## config.mk

```make
export PLATFORM = sky130hd
export DESIGN_NAME = uart_tx_fifo_flat
export DESIGN_NICKNAME = d
export VERILOG_FILES = /design/src/rtl/uart_pkg.sv /design/src/rtl/uart_tx_fifo_if.sv /design/src/rtl/sync_fifo_core.sv /design/src/rtl/uart_tx_fifo.sv /design/src/flat_wrapper.sv
export SDC_FILE = /design/constraint.sdc
export NUM_CORES = 1
export LEC_CHECK = 0
export ABC_AREA = 1
export CAP_MARGIN = 20
export CORE_MARGIN = 3
export CORE_UTILIZATION = 51
export DETAILED_ROUTE_END_ITERATION = 7
export DONT_BUFFER_PORTS = 1
export PLACE_DENSITY_LB_ADDON = 0.15
export SYNTH_ARGS = -nofsm -noshare
export SYNTH_HDL_FRONTEND = slang
export SYNTH_SLANG_ARGS = --single-unit
export TNS_END_PERCENT = 5
```

## constraint.sdc

```tcl
create_clock -name tx_clk -period 3.6 [get_ports tx_clk]
set_clock_uncertainty 0.15 [all_clocks]
set_input_delay 0.36 -clock tx_clk [delete_from_list [all_inputs] [get_ports tx_clk]]
set_output_delay 0.36 -clock tx_clk [all_outputs]
set_load 0.05 [all_outputs]
```

## src/rtl/uart_pkg.sv

```systemverilog
// Shared types and constants for the UART transmit path.
package uart_pkg;

  localparam int UART_DATA_W = 8;

  typedef enum logic [2:0] {
    TXQ_IDLE      = 3'd0,
    TXQ_LOAD      = 3'd1,
    TXQ_START     = 3'd2,
    TXQ_WAIT_BUSY = 3'd3,
    TXQ_WAIT_DONE = 3'd4
  } uart_txq_state_t;

endpackage

```

## src/rtl/uart_tx_fifo_if.sv

```systemverilog
// Push-side and serializer-side signals of the transmit queue.
// master = bus/register side plus serializer, slave = uart_tx_fifo.
interface uart_tx_fifo_if
  import uart_pkg::*;
#(
  parameter int DEPTH = 16
);
  localparam int LW = $clog2(DEPTH) + 1;

  logic                   wr_en;
  logic [UART_DATA_W-1:0] wr_data;
  logic                   flush;
  logic                   full;
  logic                   empty;
  logic [LW-1:0]          level;
  logic                   overflow;
  logic                   ser_busy;
  logic                   ser_start;
  logic [UART_DATA_W-1:0] ser_data;
  logic                   irq;

  modport master (
    output wr_en, wr_data, flush, ser_busy,
    input  full, empty, level, overflow, ser_start, ser_data, irq
  );

  modport slave (
    input  wr_en, wr_data, flush, ser_busy,
    output full, empty, level, overflow, ser_start, ser_data, irq
  );

endinterface

```

## src/rtl/sync_fifo_core.sv

```systemverilog
// Single-clock FIFO storage: memory array, wrap-bit pointers, occupancy flags
// and a registered read port. Reusable for the receive queue as well.
module sync_fifo_core #(
  parameter int DATA_W = 8,
  parameter int DEPTH  = 16,
  localparam int AW    = $clog2(DEPTH),
  localparam int LW    = AW + 1
) (
  input  logic              tx_clk,
  input  logic              rst,
  input  logic              clear,
  input  logic              wr_en,
  input  logic [DATA_W-1:0] wr_data,
  input  logic              rd_en,
  output logic [DATA_W-1:0] rd_data,
  output logic              full,
  output logic              empty,
  output logic [LW-1:0]     level
);

  logic [DATA_W-1:0] mem [DEPTH];
  logic [LW-1:0]     wr_ptr_reg;
  logic [LW-1:0]     rd_ptr_reg;
  logic [DATA_W-1:0] rd_data_reg;
  logic              do_push;
  logic              do_pop;

  assign full  = (wr_ptr_reg[AW] != rd_ptr_reg[AW]) &&
                 (wr_ptr_reg[AW-1:0] == rd_ptr_reg[AW-1:0]);
  assign empty = (wr_ptr_reg == rd_ptr_reg);
  assign level = wr_ptr_reg - rd_ptr_reg;

  // Full is judged on the current pointers, so a same-cycle pop never frees room.
  assign do_push = wr_en && !full && !clear;
  assign do_pop  = rd_en && !empty;

  always_ff @(posedge tx_clk) begin
    if (do_push) begin
      mem[wr_ptr_reg[AW-1:0]] <= wr_data;
    end
  end

  always_ff @(posedge tx_clk) begin
    if (!rst) begin
      wr_ptr_reg <= '0;
      rd_ptr_reg <= '0;
    end else if (clear) begin
      wr_ptr_reg <= '0;
      rd_ptr_reg <= '0;
    end else begin
      if (do_push) begin
        wr_ptr_reg <= wr_ptr_reg + LW'(1);
      end
      if (do_pop) begin
        rd_ptr_reg <= rd_ptr_reg + LW'(1);
      end
    end
  end

  // The read register latches on every request, even one that a clear overrides.
  always_ff @(posedge tx_clk) begin
    if (!rst) begin
      rd_data_reg <= '0;
    end else if (rd_en) begin
      rd_data_reg <= mem[rd_ptr_reg[AW-1:0]];
    end
  end

  assign rd_data = rd_data_reg;

endmodule

```

## src/rtl/uart_tx_fifo.sv

```systemverilog
// Transmit queue feeding the UART serializer via a start/busy handshake.
// Optional low-watermark interrupt enabled by defining UART_TX_FIFO_IRQ_EN.
module uart_tx_fifo
  import uart_pkg::*;
#(
  parameter int DEPTH  = 16,
  parameter int LOW_WM = 2
) (
  input logic           tx_clk,
  input logic           rst,
  uart_tx_fifo_if.slave bus
);

  localparam int LW = $clog2(DEPTH) + 1;

  localparam logic [2:0] ST_IDLE      = 3'(TXQ_IDLE);
  localparam logic [2:0] ST_LOAD      = 3'(TXQ_LOAD);
  localparam logic [2:0] ST_START     = 3'(TXQ_START);
  localparam logic [2:0] ST_WAIT_BUSY = 3'(TXQ_WAIT_BUSY);
  localparam logic [2:0] ST_WAIT_DONE = 3'(TXQ_WAIT_DONE);

`ifdef UART_TX_FIFO_IRQ_EN
  localparam bit IRQ_ON = 1'b1;
`else
  localparam bit IRQ_ON = 1'b0;
`endif
  localparam logic [LW-1:0] LOW_WM_L = LW'(LOW_WM);

  logic [2:0]             state_reg;
  logic [2:0]             state_next;
  logic                   ser_start_reg;
  logic                   overflow_reg;
  logic                   irq_reg;
  logic                   pop;
  logic                   fifo_full;
  logic                   fifo_empty;
  logic [LW-1:0]          fifo_level;
  logic [UART_DATA_W-1:0] rd_data;

  assign pop = (state_reg == ST_LOAD);

  sync_fifo_core #(
    .DATA_W (UART_DATA_W),
    .DEPTH  (DEPTH)
  ) u_core (
    .tx_clk  (tx_clk),
    .rst     (rst),
    .clear   (bus.flush),
    .wr_en   (bus.wr_en),
    .wr_data (bus.wr_data),
    .rd_en   (pop),
    .rd_data (rd_data),
    .full    (fifo_full),
    .empty   (fifo_empty),
    .level   (fifo_level)
  );

  // A flush in the same cycle as the launch decision would leave LOAD with
  // nothing to read, so launching waits one cycle.
  always_comb begin
    state_next = state_reg;
    case (state_reg)
      ST_IDLE:      if (!fifo_empty && !bus.ser_busy && !bus.flush) state_next = ST_LOAD;
      ST_LOAD:      state_next = ST_START;
      ST_START:     state_next = ST_WAIT_BUSY;
      ST_WAIT_BUSY: if (bus.ser_busy)  state_next = ST_WAIT_DONE;
      ST_WAIT_DONE: if (!bus.ser_busy) state_next = ST_IDLE;
      default:      state_next = ST_IDLE;
    endcase
  end

  always_ff @(posedge tx_clk) begin
    if (!rst) begin
      state_reg     <= ST_IDLE;
      ser_start_reg <= 1'b0;
      overflow_reg  <= 1'b0;
      irq_reg       <= 1'b0;
    end else begin
      state_reg     <= state_next;
      // High exactly while in START: set on the LOAD -> START edge.
      ser_start_reg <= (state_reg == ST_LOAD);
      if (bus.flush) begin
        overflow_reg <= 1'b0;
      end else if (bus.wr_en && fifo_full) begin
        overflow_reg <= 1'b1;
      end
      irq_reg <= IRQ_ON && (fifo_level <= LOW_WM_L) && !bus.flush;
    end
  end

  assign bus.full      = fifo_full;
  assign bus.empty     = fifo_empty;
  assign bus.level     = fifo_level;
  assign bus.overflow  = overflow_reg;
  assign bus.ser_start = ser_start_reg;
  assign bus.ser_data  = rd_data;
  assign bus.irq       = irq_reg;

endmodule
```

## src/flat_wrapper.sv

```systemverilog
// flat-port wrapper written by rule: the top's interface ports become plain ports
module uart_tx_fifo_flat import uart_pkg::*;
#(
  parameter int DEPTH  = 16,
  parameter int LOW_WM = 2
)
  (tx_clk, rst, bus_wr_en, bus_wr_data, bus_flush, bus_ser_busy, bus_full, bus_empty, bus_level, bus_overflow, bus_ser_start, bus_ser_data, bus_irq);
  uart_tx_fifo_if #(.DEPTH(DEPTH)) bus_i ();
  input logic tx_clk;
  input logic rst;
  input wire logic [$bits(bus_i.wr_en)-1:0] bus_wr_en;
  input wire logic [$bits(bus_i.wr_data)-1:0] bus_wr_data;
  input wire logic [$bits(bus_i.flush)-1:0] bus_flush;
  input wire logic [$bits(bus_i.ser_busy)-1:0] bus_ser_busy;
  output wire logic [$bits(bus_i.full)-1:0] bus_full;
  output wire logic [$bits(bus_i.empty)-1:0] bus_empty;
  output wire logic [$bits(bus_i.level)-1:0] bus_level;
  output wire logic [$bits(bus_i.overflow)-1:0] bus_overflow;
  output wire logic [$bits(bus_i.ser_start)-1:0] bus_ser_start;
  output wire logic [$bits(bus_i.ser_data)-1:0] bus_ser_data;
  output wire logic [$bits(bus_i.irq)-1:0] bus_irq;
  assign bus_i.wr_en = bus_wr_en;
  assign bus_i.wr_data = bus_wr_data;
  assign bus_i.flush = bus_flush;
  assign bus_i.ser_busy = bus_ser_busy;
  assign bus_full = bus_i.full;
  assign bus_empty = bus_i.empty;
  assign bus_level = bus_i.level;
  assign bus_overflow = bus_i.overflow;
  assign bus_ser_start = bus_i.ser_start;
  assign bus_ser_data = bus_i.ser_data;
  assign bus_irq = bus_i.irq;
  uart_tx_fifo #(.DEPTH(DEPTH), .LOW_WM(LOW_WM)) u_core (.tx_clk(tx_clk), .rst(rst), .bus(bus_i));
endmodule
```

==> flow_summary_export.csv <==
group,metric,value,unit
global_route,grt_pass1_vias,4340,
floorplanning,start_util,0.534,
setup_path,crit_family,"simple AND/OR/NAND/NOR gates",
sta,rsz0062_at_grt,"no",
setup_path,crit_path_end,"u_core.u_core.mem[2][4]",
min_path,hp-class,"in -> reg",
logic_synthesis,yosysWarnings,0,
floorplanning,core,0.0123,mm^2
sta,fin_setup_tns,0,ns
sta,maxSlewHeadroom,0.397,
logic_synthesis,syn_inst,631,
sta,hold_viol,0,
route,wire_per_inst,18.8,um
route,first_pass_iters,5,
floorplanning,rows,40,
route,vias,4469,
global_route,grt.total_usage,0.230,
setup_path,r2r_slack,0.54,ns
power_and_ir_drop,peakVddDrop,413,uV
layout,num-fill-cells,1008,
layout,fin_nets,666,
clocking,path_clk_slew,0.06,ns
floorplanning,fp.dieH,119,um
setup_path,crit_type,"reg -> reg",
logic_synthesis,ys_ff_latch,151,
clocking,numCtsBuffers,17,
logic_synthesis,ys_types,31,
setup_path,path_depth,9,
setup_path,crit_start,"u_core.u_core.rd_ptr_reg[2]",
sta,fin_crit_sh,0.849,
floorplanning,dieArea,0.0142,mm^2
setup_path,critPathRequiredTime,3.50,ns
logic_synthesis,syn_area,0.00655,mm^2
power_and_ir_drop,total_power,4030,uW
placement,io_buffers,0,
layout,final_util,0.598,
global_route,overflow,0,
sta,setup_viol,0,
sta,timing.final.max_slew_violations,0,
route,drc_errors,0,
placement,dp_slack,0.556,ns
setup_path,arrival,2.96,ns
global_route,grt_pass1_wl,24200,um
sta,fmax,327,MHz
logic_synthesis,synth_seq_area_share,0.658,
setup_path,startpoint_type,"register",
setup_path,crit_chain,"inv_1 -> ha_1 -> nand2_1 -> nor2_2 -> nand2_1 -> nand2_1 -> nor2_4 -> nand2_1 -> nor2_1",
setup_path,cpMostUsedCell,"nand2_1",
setup_path,cp_slowest_stage_delay,0.61,ns
setup_path,ff2ff_path_depth,9,
route,ant_nets,0,
setup_path,worstSetupEndpointType,"register",
clocking,htreeDepth,4,
setup_path,r2r_end,"u_core.u_core.mem[2][4]",
clocking,root_buffer,"clkbuf_16",
placement,routabilityCongestion,0.885,
setup_path,critPathSlowestCell,"nor2_1",
logic_synthesis,syn_avg_cell_area,10.4,um^2
outcome,status,"complete, no violations",
setup_path,cp_num_buf_inv,1,
layout,layout-drive-gt1-share,0.0793,
floorplanning,dieWidth,119,um
clocking,cts_setup_buffers,0,
clocking,cts_num_sinks,151,
route,first_iter_violations,607,
sta,finalCriticalPeriod,3.06,ns
floorplanning,ioPinCount,31,
job,cap_violations,0,
setup_path,r2r-start,"u_core.u_core.rd_ptr_reg[2]",
route,drt-total-wl,15500,um
clocking,cts_max_path_buffers,2,
global_route,grt_max_degree,68,
placement,dp.final_hpwl,9700,um
route,vias_per_cell,5.42,
global_route,antenna_found_initial,1,
sta,timing.final.ws_setup,0.542,ns
layout,area_delta_synth_final,12.0,%
power_and_ir_drop,pwr_density_cell,550,mW/mm^2
layout,largest_register_ffs,128,
clocking,cts_tree,"done",
setup_path,worstPathMaxFanout,12,
power_and_ir_drop,p_leak,0.00282,uW
clocking,clock_latency,0.43,ns
sta,tightest_slew,0.902,ns
logic_synthesis,syn-num-nets,654,
cell type report:
cell class,count,area (um^2),area share
well taps,168,210,0.0287
flip-flops and latches,151,4310,0.588
diodes,1,2.50,0.000341
multi-input cells,411,1880,0.257
inverters,41,154,0.0210
clock buffers,20,447,0.0610
repair buffers,21,198,0.0270
clock inverters,12,128,0.0174
layout by cell type, fill, tap and decap left out, types with 2 or more instances in the layout:
master         synthesis  final
clkinv_2               0      2
o21ai_0               16     16
edfxtp_1             128    128
o21ai_1                6      6
dlygate4sd3_1          0     11
clkbuf_16              0     17
ha_1                   9      9
inv_2                  3      3
o21ai_2                2      2
inv_1                 38     38
inv_6                  0      2
buf_4                  5      9
nand2_1              213    213
nor2_1                50     50
nand3_1               63     63
a21oi_1               27     27
clkinv_1               0      2
clkinvlp_4             0      2
clkbuf_1               4      2
clkinv_4               0      2
nor4_1                 2      2
nand2_2                2      2
bufinv_16              0      2
nor3_1                 5      5
nor2_2                 2      2
xor2_1                 6      6
dfxtp_1               23     22
cell usage after synthesis, drive strengths merged:
library cell / count / area, um^2
xnor2: 1 / 8.76
nor3b: 1 / 12.5
buf: 23 / 183
o21ai: 24 / 128
nor3: 6 / 41.3
xor2: 6 / 52.6
nand2: 216 / 823
ha: 9 / 113
inv: 41 / 154
edfxtp: 128 / 3840
nor2: 53 / 211
a21oi: 27 / 135
dfxtp: 23 / 460
nor4: 2 / 12.5
fa: 1 / 20.0
o21a: 1 / 7.51
nand3: 63 / 315
clkbuf: 5 / 20.0
conb: 1 / 3.75
metal layers:
layer | up-vias | global-route usage | share of wire
met1 | 2110 | 0.323 | 0.44
met5 | - | 0 | 0
met4 | 0 | 0.0876 | 0.022
met2 | 198 | 0.348 | 0.46
li1 | 2131 | - | -
met3 | 30 | 0.0556 | 0.079
metrics by stage:
step           instance area (um^2)  cells  hold slack [ns]
2_1_floorplan                  6550    631            0.309
3_3_place_gp                   6620    780            0.310
3_5_place_dp                   6620    780            0.310
4_1_cts                        7310    823          0.00364
5_1_grt                        7330    825           0.0446
6_report                       7330    825           0.0258
logic make-up after synthesis:
group | share of synthesized area
compound gates | 0.0413
xor+xnor | 0.00937
fa+ha+maj | 0.0203
buf+inv | 0.0545
flops | 0.658
other cells | 0.000573
simple gates | 0.216
worst min-delay path, stage by stage:
cell	delay (ns)
inv_1	0.05
nor2_1	0.10
nor4_1	0.05
what timing repair did:
item / 4_1_cts / 5_1_grt
hold buffers: 11 / 0
gates resized for setup: 0 / 0
hold endpoints to repair: 143 / 0
how the worst min path moves through the flow:
stage,startpoint,end,cells after the start
2_1_floorplan,bus_wr_data[0],u_core.u_core.mem[0][0],0
3_3_place_gp,bus_wr_data[1],u_core.u_core.mem[3][1],0
3_5_place_dp,bus_wr_data[1],u_core.u_core.mem[3][1],0
4_1_cts,bus_ser_busy,u_core.state_reg[1],3
5_1_grt,bus_wr_en,u_core.u_core.wr_ptr_reg[0],2
6_report,bus_ser_busy,u_core.state_reg[1],3
power breakdown:
group          internal (uW)  switching (uW)
Sequential              1940             113
Clock                   1040             690
Combinational           71.5             188
Total                   3040             991
No activity file was read; power rests on OpenSTA's default activity.
